## config.mk

```make
export PLATFORM = sky130hd
export DESIGN_NAME = uart_game_decoder
export DESIGN_NICKNAME = d
export VERILOG_FILES = /design/src/rtl/uart_game_decoder.sv
export SDC_FILE = /design/constraint.sdc
export NUM_CORES = 1
export LEC_CHECK = 0
export CAP_MARGIN = 20
export CORE_MARGIN = 2
export CORE_UTILIZATION = 47
export DETAILED_ROUTE_END_ITERATION = 16
export GPL_TIMING_DRIVEN = 0
export PLACE_DENSITY = 0.77
export SLEW_MARGIN = 10
export SYNTH_ARGS = -nofsm -noshare
export SYNTH_HDL_FRONTEND = slang
export SYNTH_SLANG_ARGS = --single-unit
```

## constraint.sdc

```tcl
create_clock -name clk -period 2.02 [get_ports clk]
set_input_delay 0.303 -clock clk [delete_from_list [all_inputs] [get_ports clk]]
set_output_delay 0.303 -clock clk [all_outputs]
set_load 0.005 [all_outputs]
```

## src/rtl/uart_game_decoder.sv

```systemverilog
// Receive side of the game-state UART link: pops RX FIFO bytes, reassembles 4-byte packets
// and keeps registered copies of the remote player and boss state.
module uart_game_decoder #(
    parameter int unsigned DATA_WIDTH     = 8,
    parameter int unsigned TIMEOUT_CYCLES = 200_000
) (
    input  logic                  clk,
    input  logic                  rst_n,
    input  logic [DATA_WIDTH-1:0] rx_data,
    input  logic                  rx_empty,
    output logic                  rd_uart,
    output logic [11:0]           rem_char_x,
    output logic [11:0]           rem_char_y,
    output logic [3:0]            rem_char_hp,
    output logic                  rem_on_ground,
    output logic [11:0]           rem_boss_x,
    output logic [11:0]           rem_boss_y,
    output logic [6:0]            rem_boss_hp,
    output logic                  pkt_valid,
    output logic [2:0]            pkt_type,
    output logic                  frame_err
);

    localparam int unsigned CntW = (TIMEOUT_CYCLES > 1) ? $clog2(TIMEOUT_CYCLES) : 1;
    localparam logic [CntW-1:0] CntLast = CntW'(TIMEOUT_CYCLES - 1);

    localparam logic [2:0] TypeCharPos = 3'd0;
    localparam logic [2:0] TypeCharHp  = 3'd1;
    localparam logic [2:0] TypeBossPos = 3'd2;
    localparam logic [2:0] TypeBossHp  = 3'd3;
    localparam logic [2:0] TypeStatus  = 3'd4;

    typedef enum logic [1:0] {StHdr, StD1, StD2, StD3} state_e;

    state_e                state_q;
    logic [CntW-1:0]       cnt_q;
    logic [2:0]            type_q;
    logic [DATA_WIDTH-1:0] d1_q;
    logic [DATA_WIDTH-1:0] d2_q;
    logic [23:0]           data;
    logic                  hdr_ok;

    // Every state accepts a byte, so a pop happens whenever the FIFO has data.
    assign rd_uart = !rx_empty;
    assign data    = {d1_q, d2_q, rx_data};
    assign hdr_ok  = !rx_data[7] && (rx_data[3:0] == 4'b0000) && (rx_data[6:4] <= TypeStatus);

    always_ff @(posedge clk or negedge rst_n) begin
        if (!rst_n) begin
            state_q       <= StHdr;
            cnt_q         <= '0;
            type_q        <= '0;
            d1_q          <= '0;
            d2_q          <= '0;
            rem_char_x    <= '0;
            rem_char_y    <= '0;
            rem_char_hp   <= '0;
            rem_on_ground <= 1'b0;
            rem_boss_x    <= '0;
            rem_boss_y    <= '0;
            rem_boss_hp   <= '0;
            pkt_valid     <= 1'b0;
            pkt_type      <= '0;
            frame_err     <= 1'b0;
        end else begin
            pkt_valid <= 1'b0;
            frame_err <= 1'b0;
            case (state_q)
                StHdr: begin
                    cnt_q <= '0;
                    if (rd_uart) begin
                        if (hdr_ok) begin
                            type_q  <= rx_data[6:4];
                            state_q <= StD1;
                        end else begin
                            frame_err <= 1'b1;
                        end
                    end
                end
                StD1, StD2, StD3: begin
                    // A pop in the same cycle as the timeout wins.
                    if (rd_uart) begin
                        cnt_q <= '0;
                        case (state_q)
                            StD1: begin
                                d1_q    <= rx_data;
                                state_q <= StD2;
                            end
                            StD2: begin
                                d2_q    <= rx_data;
                                state_q <= StD3;
                            end
                            default: begin
                                state_q   <= StHdr;
                                pkt_valid <= 1'b1;
                                pkt_type  <= type_q;
                                case (type_q)
                                    TypeCharPos: begin
                                        rem_char_x <= data[23:12];
                                        rem_char_y <= data[11:0];
                                    end
                                    TypeCharHp:  rem_char_hp <= data[3:0];
                                    TypeBossPos: begin
                                        rem_boss_x <= data[23:12];
                                        rem_boss_y <= data[11:0];
                                    end
                                    TypeBossHp:  rem_boss_hp <= data[6:0];
                                    TypeStatus:  rem_on_ground <= data[0];
                                    default: ;
                                endcase
                            end
                        endcase
                    end else if (cnt_q == CntLast) begin
                        cnt_q     <= '0;
                        state_q   <= StHdr;
                        frame_err <= 1'b1;
                        d1_q      <= '0;
                        d2_q      <= '0;
                    end else begin
                        cnt_q <= cnt_q + 1'b1;
                    end
                end
                default: state_q <= StHdr;
            endcase
        end
    end

endmodule
```

-- After elaboration in Yosys (flattened, before gate mapping)
Cells that the tools add are included.
Widths: inputs -> output; s select.
- input bits: 11
- output and inout bits: 66
- bits in registers: 104
- add/sub/neg operators: 1
- mux-type cells: 22
- bitwise gates (word level): 2
- magnitude comparators: 1
- reductions and logical operators: 21
- eq/ne operators: 12
- operator list (kind ; number):
    $mux 8 ; 5
    $mux 18 ; 2
    $pmux 18 s2 ; 1
    $reduce_and 4->1 ; 5
    $add 18x1->18 const B ; 1
    $eq 18x18->1 const B ; 1
    $reduce_and 3->1 ; 5
    $mux 2 ; 4
    $pmux 2 s2 ; 2
    $mux 1 ; 7
    $eq 3x2->1 const B ; 2
    $eq 2x2->1 const B ; 2
    $logic_not 4->1 ; 1
    $ne 2x2->1 const B ; 2
    $reduce_bool 2->1 ; 2
    $eq 3x1->1 const B ; 1
    $eq 3x3->1 const B ; 1
    $le 3x3->1 const B ; 1
    $logic_not 3->1 ; 1
    $ne 3x3->1 const B ; 1
    $reduce_or 3->1 ; 1
    $eq 2x1->1 const B ; 1
    $logic_and 1x1->1 ; 2
    $logic_not 1->1 ; 2
    other kinds (5) ; 6

-- Longest topological paths before layout
- depth in word-level cells: 6
- depth in mapped cells: 6
- mapped depth without buffers: 6

-- Worst setup path after synthesis
No wires, ideal clock.
- path type: register to register
- start point: register state_q[0]
- end point: register rem_boss_x[0]
- period minus slack after synthesis: 2132 ps
- stages on the path, launching flop included: 7
- path slack: -112 ps
- data required time: 1895 ps
- buffers on the path: 1
- data arrival time: 2007 ps
- cells stage by stage: dfrtp_1 > inv_1 > ha_1 > nor4_1 > nand3b_1 > clkbuf_1 > mux2_2
- word-level cells in the longest chain between the ends: 4
- elaborated cells between the ends (all ways): 7
- ends and longest elaborated chain (element ; RTL line ; source):
    start: declaration ; 35 ; state_e state_q;
    start signal: assignment ; 50 ; state_q <= StHdr;
    start signal: assignment ; 74 ; state_q <= StD1;
    start signal: assignment ; 87 ; state_q <= StD2;
    $eq 2x1->1 / $eq 2x2->1 (equally long branches) ; 68, 84 ;
    $reduce_or 2->1 (no source line) ; -- ;
    $not 1->1 (no source line) ; -- ;
    $reduce_and 4->1 (no source line) * ; -- ;
    end signal: assignment ; 104 ; rem_boss_x <= data[23:12];
    end: declaration ; 16 ; output logic [11:0] rem_boss_x,
Every way passes the cells marked *; elsewhere a longest branch is shown, timed or not.
A chain may end at the register's enable or synchronous reset.

-- Worst setup path in the final report
- start point: register cnt_q[15]
- end point: register state_q[0]
- word-level cells in the longest chain between the ends: 3
- ends and longest elaborated chain (element ; RTL line ; source):
    start: declaration ; 36 ; logic [CntW-1:0] cnt_q;
    start signal: assignment ; 120 ; cnt_q <= cnt_q + 1'b1;
    $eq 18x18->1 ; 113 ; end else if (cnt_q == CntLast) begin
    $ne 3x3->1 (no source line) ; -- ;
    $reduce_and 3->1 (no source line) ; -- ;
    end signal: assignment ; 94 ; state_q <= StHdr;
    end signal: assignment ; 115 ; state_q <= StHdr;
    end signal: assignment ; 123 ; default: state_q <= StHdr;
No other way between the ends.

==> flow_metrics.tcl <==
set metrics [dict create \
    status "finished with violations" \
    failed_checks "negative setup slack" \
    leakage_nw 2.51 \
    drc 0 \
    final_cell_mix "104 x dfrtp_1, 74 x clkdlybuf4s50_1, 65 x mux2_2" \
    hold_viol 0 \
    cts_root_buffer "clkbuf_8" \
    yosys_warnings 0 \
    die_height_um 99.9 \
    async_reset_ff_share_pct 100 \
    synth_nets 352 \
    place_congestion 0.796 \
    core_area_sq_mm 0.00881 \
    dp_hpwl_um 6720 \
    slew_headroom_pct 51.7 \
    io_buffers 76 \
    drt_first_iter_violations 166 \
    critPathCaptureType "register" \
    n_antenna_cell 0 \
    first_pass_iters 4 \
    rsz0062_at_grt "true" \
    htree_levels 3 \
    path_max_fanout 3 \
    final_cells 555 \
    initial_core_util_pct 49.0 \
    routed_via_density 5.65 \
    maxCapViolCount 0 \
    cp.arrival_ps 2380 \
    ant_nets 0 \
    finalWirelength_um 10200 \
    ioPinCount 77 \
    hold_slack_ps 486 \
    grt_util_all_layers_pct 21.3 \
    final_common_cell "dfrtp_1" \
    max_freq_mhz 470 \
    clock-sinks 104 \
    setup_viol 19 \
    rows 34 \
    finalSetupTns_ps -881 \
    dpl.cell_count 521 \
    cp-start-kind "register" \
    cts_buffers 9 \
    synth_edf_count 0 \
    tightest_slew_ps 725 \
    antenna_found_initial 0 \
    synth_top_area_cell "dfrtp_1" \
    criticalPathCategory "register to register" \
    hold_class "primary input to register" \
    grt_max_degree 58 \
    clk_pin_slew_ps 100 \
    synth.avg_cell_area_sq_um 12.9 \
    final.period_utilization_pct 105 \
    netlist_area_sq_mm 0.00432 \
    synth_cell_types 36 \
    netlist.area_leader.share_pct 60.3 \
    vdd_ir_drop_max_v 0.000645 \
    ys.flop_type "dfrtp_1" \
    fin_skew_ps 9.79 \
    area_delta_synth_final_pct 32.6 \
    cp.required_ps 2280 \
    ys_ff_latch 104 \
    first_global_vias 3232 \
    drt-wirelength-per-cell_um 18.3 \
    grt-ovfl-total 0 \
    dieArea_sq_mm 0.00997 \
    cts_tree "yes" \
    die-width_um 99.9 \
    p_total_mw 7.73 \
    synth_area_leaders "dfrtp_1 60%, mux2_2 17%, a22oi_1 2.8%" \
    slew_violations 0 \
    ys_seq_area_share_pct 60.3 \
    syn-instance-count 336 \
    setup_ws_ps -107 \
    drive_gt1_share_pct 27.7 \
    grt_pass1_wl_um 16500 \
    clockBufferDepth 2 \
    fin_nets 458 \
    power_density_mw_per_mm2 1350 \
    insertion_delay_ps 370 \
    period_needed_ps 2130 \
    vias 3136 \
]
[worst max-delay path: stages, from the launching register on]
cell and delay (ps):
dfrtp_1 400, or4_1 530, or4_4 470, o311a_1 340, a311o_1 280
[cells by family (layout without fill, tap and decap cells)]
group	after synthesis	count (layout)	synth area share, %
AOI/OAI and AO/OA	48	48	7.36
xor gates and xnor gates	14	14	2.84
adders and majority gates	5	5	1.45
buffers and inverters	16	127	1.65
DFF	104	104	60.3
muxes	66	66	17.2
and+or+nand+nor	83	83	9.24
[repair_timing]
action                                 CTS  global route
cloned                                   0             1
buffers inserted                         9             8
setup endpoints to repair               94            99
endpoints found under the hold margin    9             0
gates resized for setup                 19            13
hold buffers                             1             0
pin swaps                                4             3
[routing by layer]
metal / vias to the layer above / wire length, um / track usage, %
li1: 1429 / - / -
met1: 1595 / 4370 / 29.0
met2: 95 / 5140 / 34.9
met3: 17 / 490 / 4.11
met4: 0 / 178 / 6.64
met5: - / 0 / 0
[where the power goes]
part           switching (mW)  leakage, nW  internal, mW  total (mW)
sequential              0.512         1.33          2.82        3.33
clock                   0.736        0.105         0.627        1.36
combinational            1.14         1.07          1.90        3.04
total                    2.39         2.51          5.35        7.73
[path summary, 6_finish.rpt]
kind | startpoint | end | slack [ps] | cells past startpoint
setup / recovery | cnt_q[15] | state_q[0] | -110 | 4
hold / removal | rx_data[2] | d1_q[2] | 490 | 3
setup reg to reg | cnt_q[15] | state_q[0] | -110 | 4
hold reg to reg | rem_char_y[1] | rem_char_y[1] | 510 | 1
max in group asynchronous | rst_n | rem_char_x[0] | 810 | 3
min in group asynchronous | rst_n | rem_char_y[0] | 530 | 2
[synthesized netlist by cell type (2+ instances only)]
cell type    n
o211ai_1     2
nand2_1     25
nor2_1      24
or3_2        2
nand3b_1     2
xnor2_1      9
ha_1         5
clkbuf_1     6
a22oi_1     16
nand4_1      6
o21ai_0     18
inv_1        7
mux2_2      66
or4_1        2
or3_1        2
nor4_1       4
dfrtp_1    104
a21oi_1      3
nand3_1      6
o21bai_1     2
xor2_1       5
nor3_1       6
[state kept, by name, summed over array words and instances (netlist names)]
signal and flops:
cnt_q 18, rem_boss_x 12, rem_boss_y 12, rem_char_x 12, rem_char_y 12, d1_q 8
d2_q 8, rem_boss_hp 7, rem_char_hp 4, pkt_type 3, type_q 3, state_q 2
frame_err 1, pkt_valid 1, rem_on_ground 1
[final cells by class]
type                            count  area, sq um
Tap cell                          108          135
Clock buffer                       10          138
Inverter                            7         26.3
Clock inverter                      6         75.1
Fill cell                         638         3080
Multi-Input combinational cell    216         1720
Sequential cell                   104         2600
Buffer                              9         78.8
Timing Repair Buffer               95          947
[metrics by stage]
step / worst slack [ps] / utilization (%) / instance area [sq um]
after global placement: -3130 / 59.3 / 5220
after detailed placement: -436 / 59.6 / 5250
after CTS: -88.2 / 63.6 / 5600
after global routing: -168 / 65.0 / 5730
final: -107 / 65.0 / 5730
after floorplan: -11.4 / - / 4330
No activity file was read; power rests on OpenSTA's default activity.
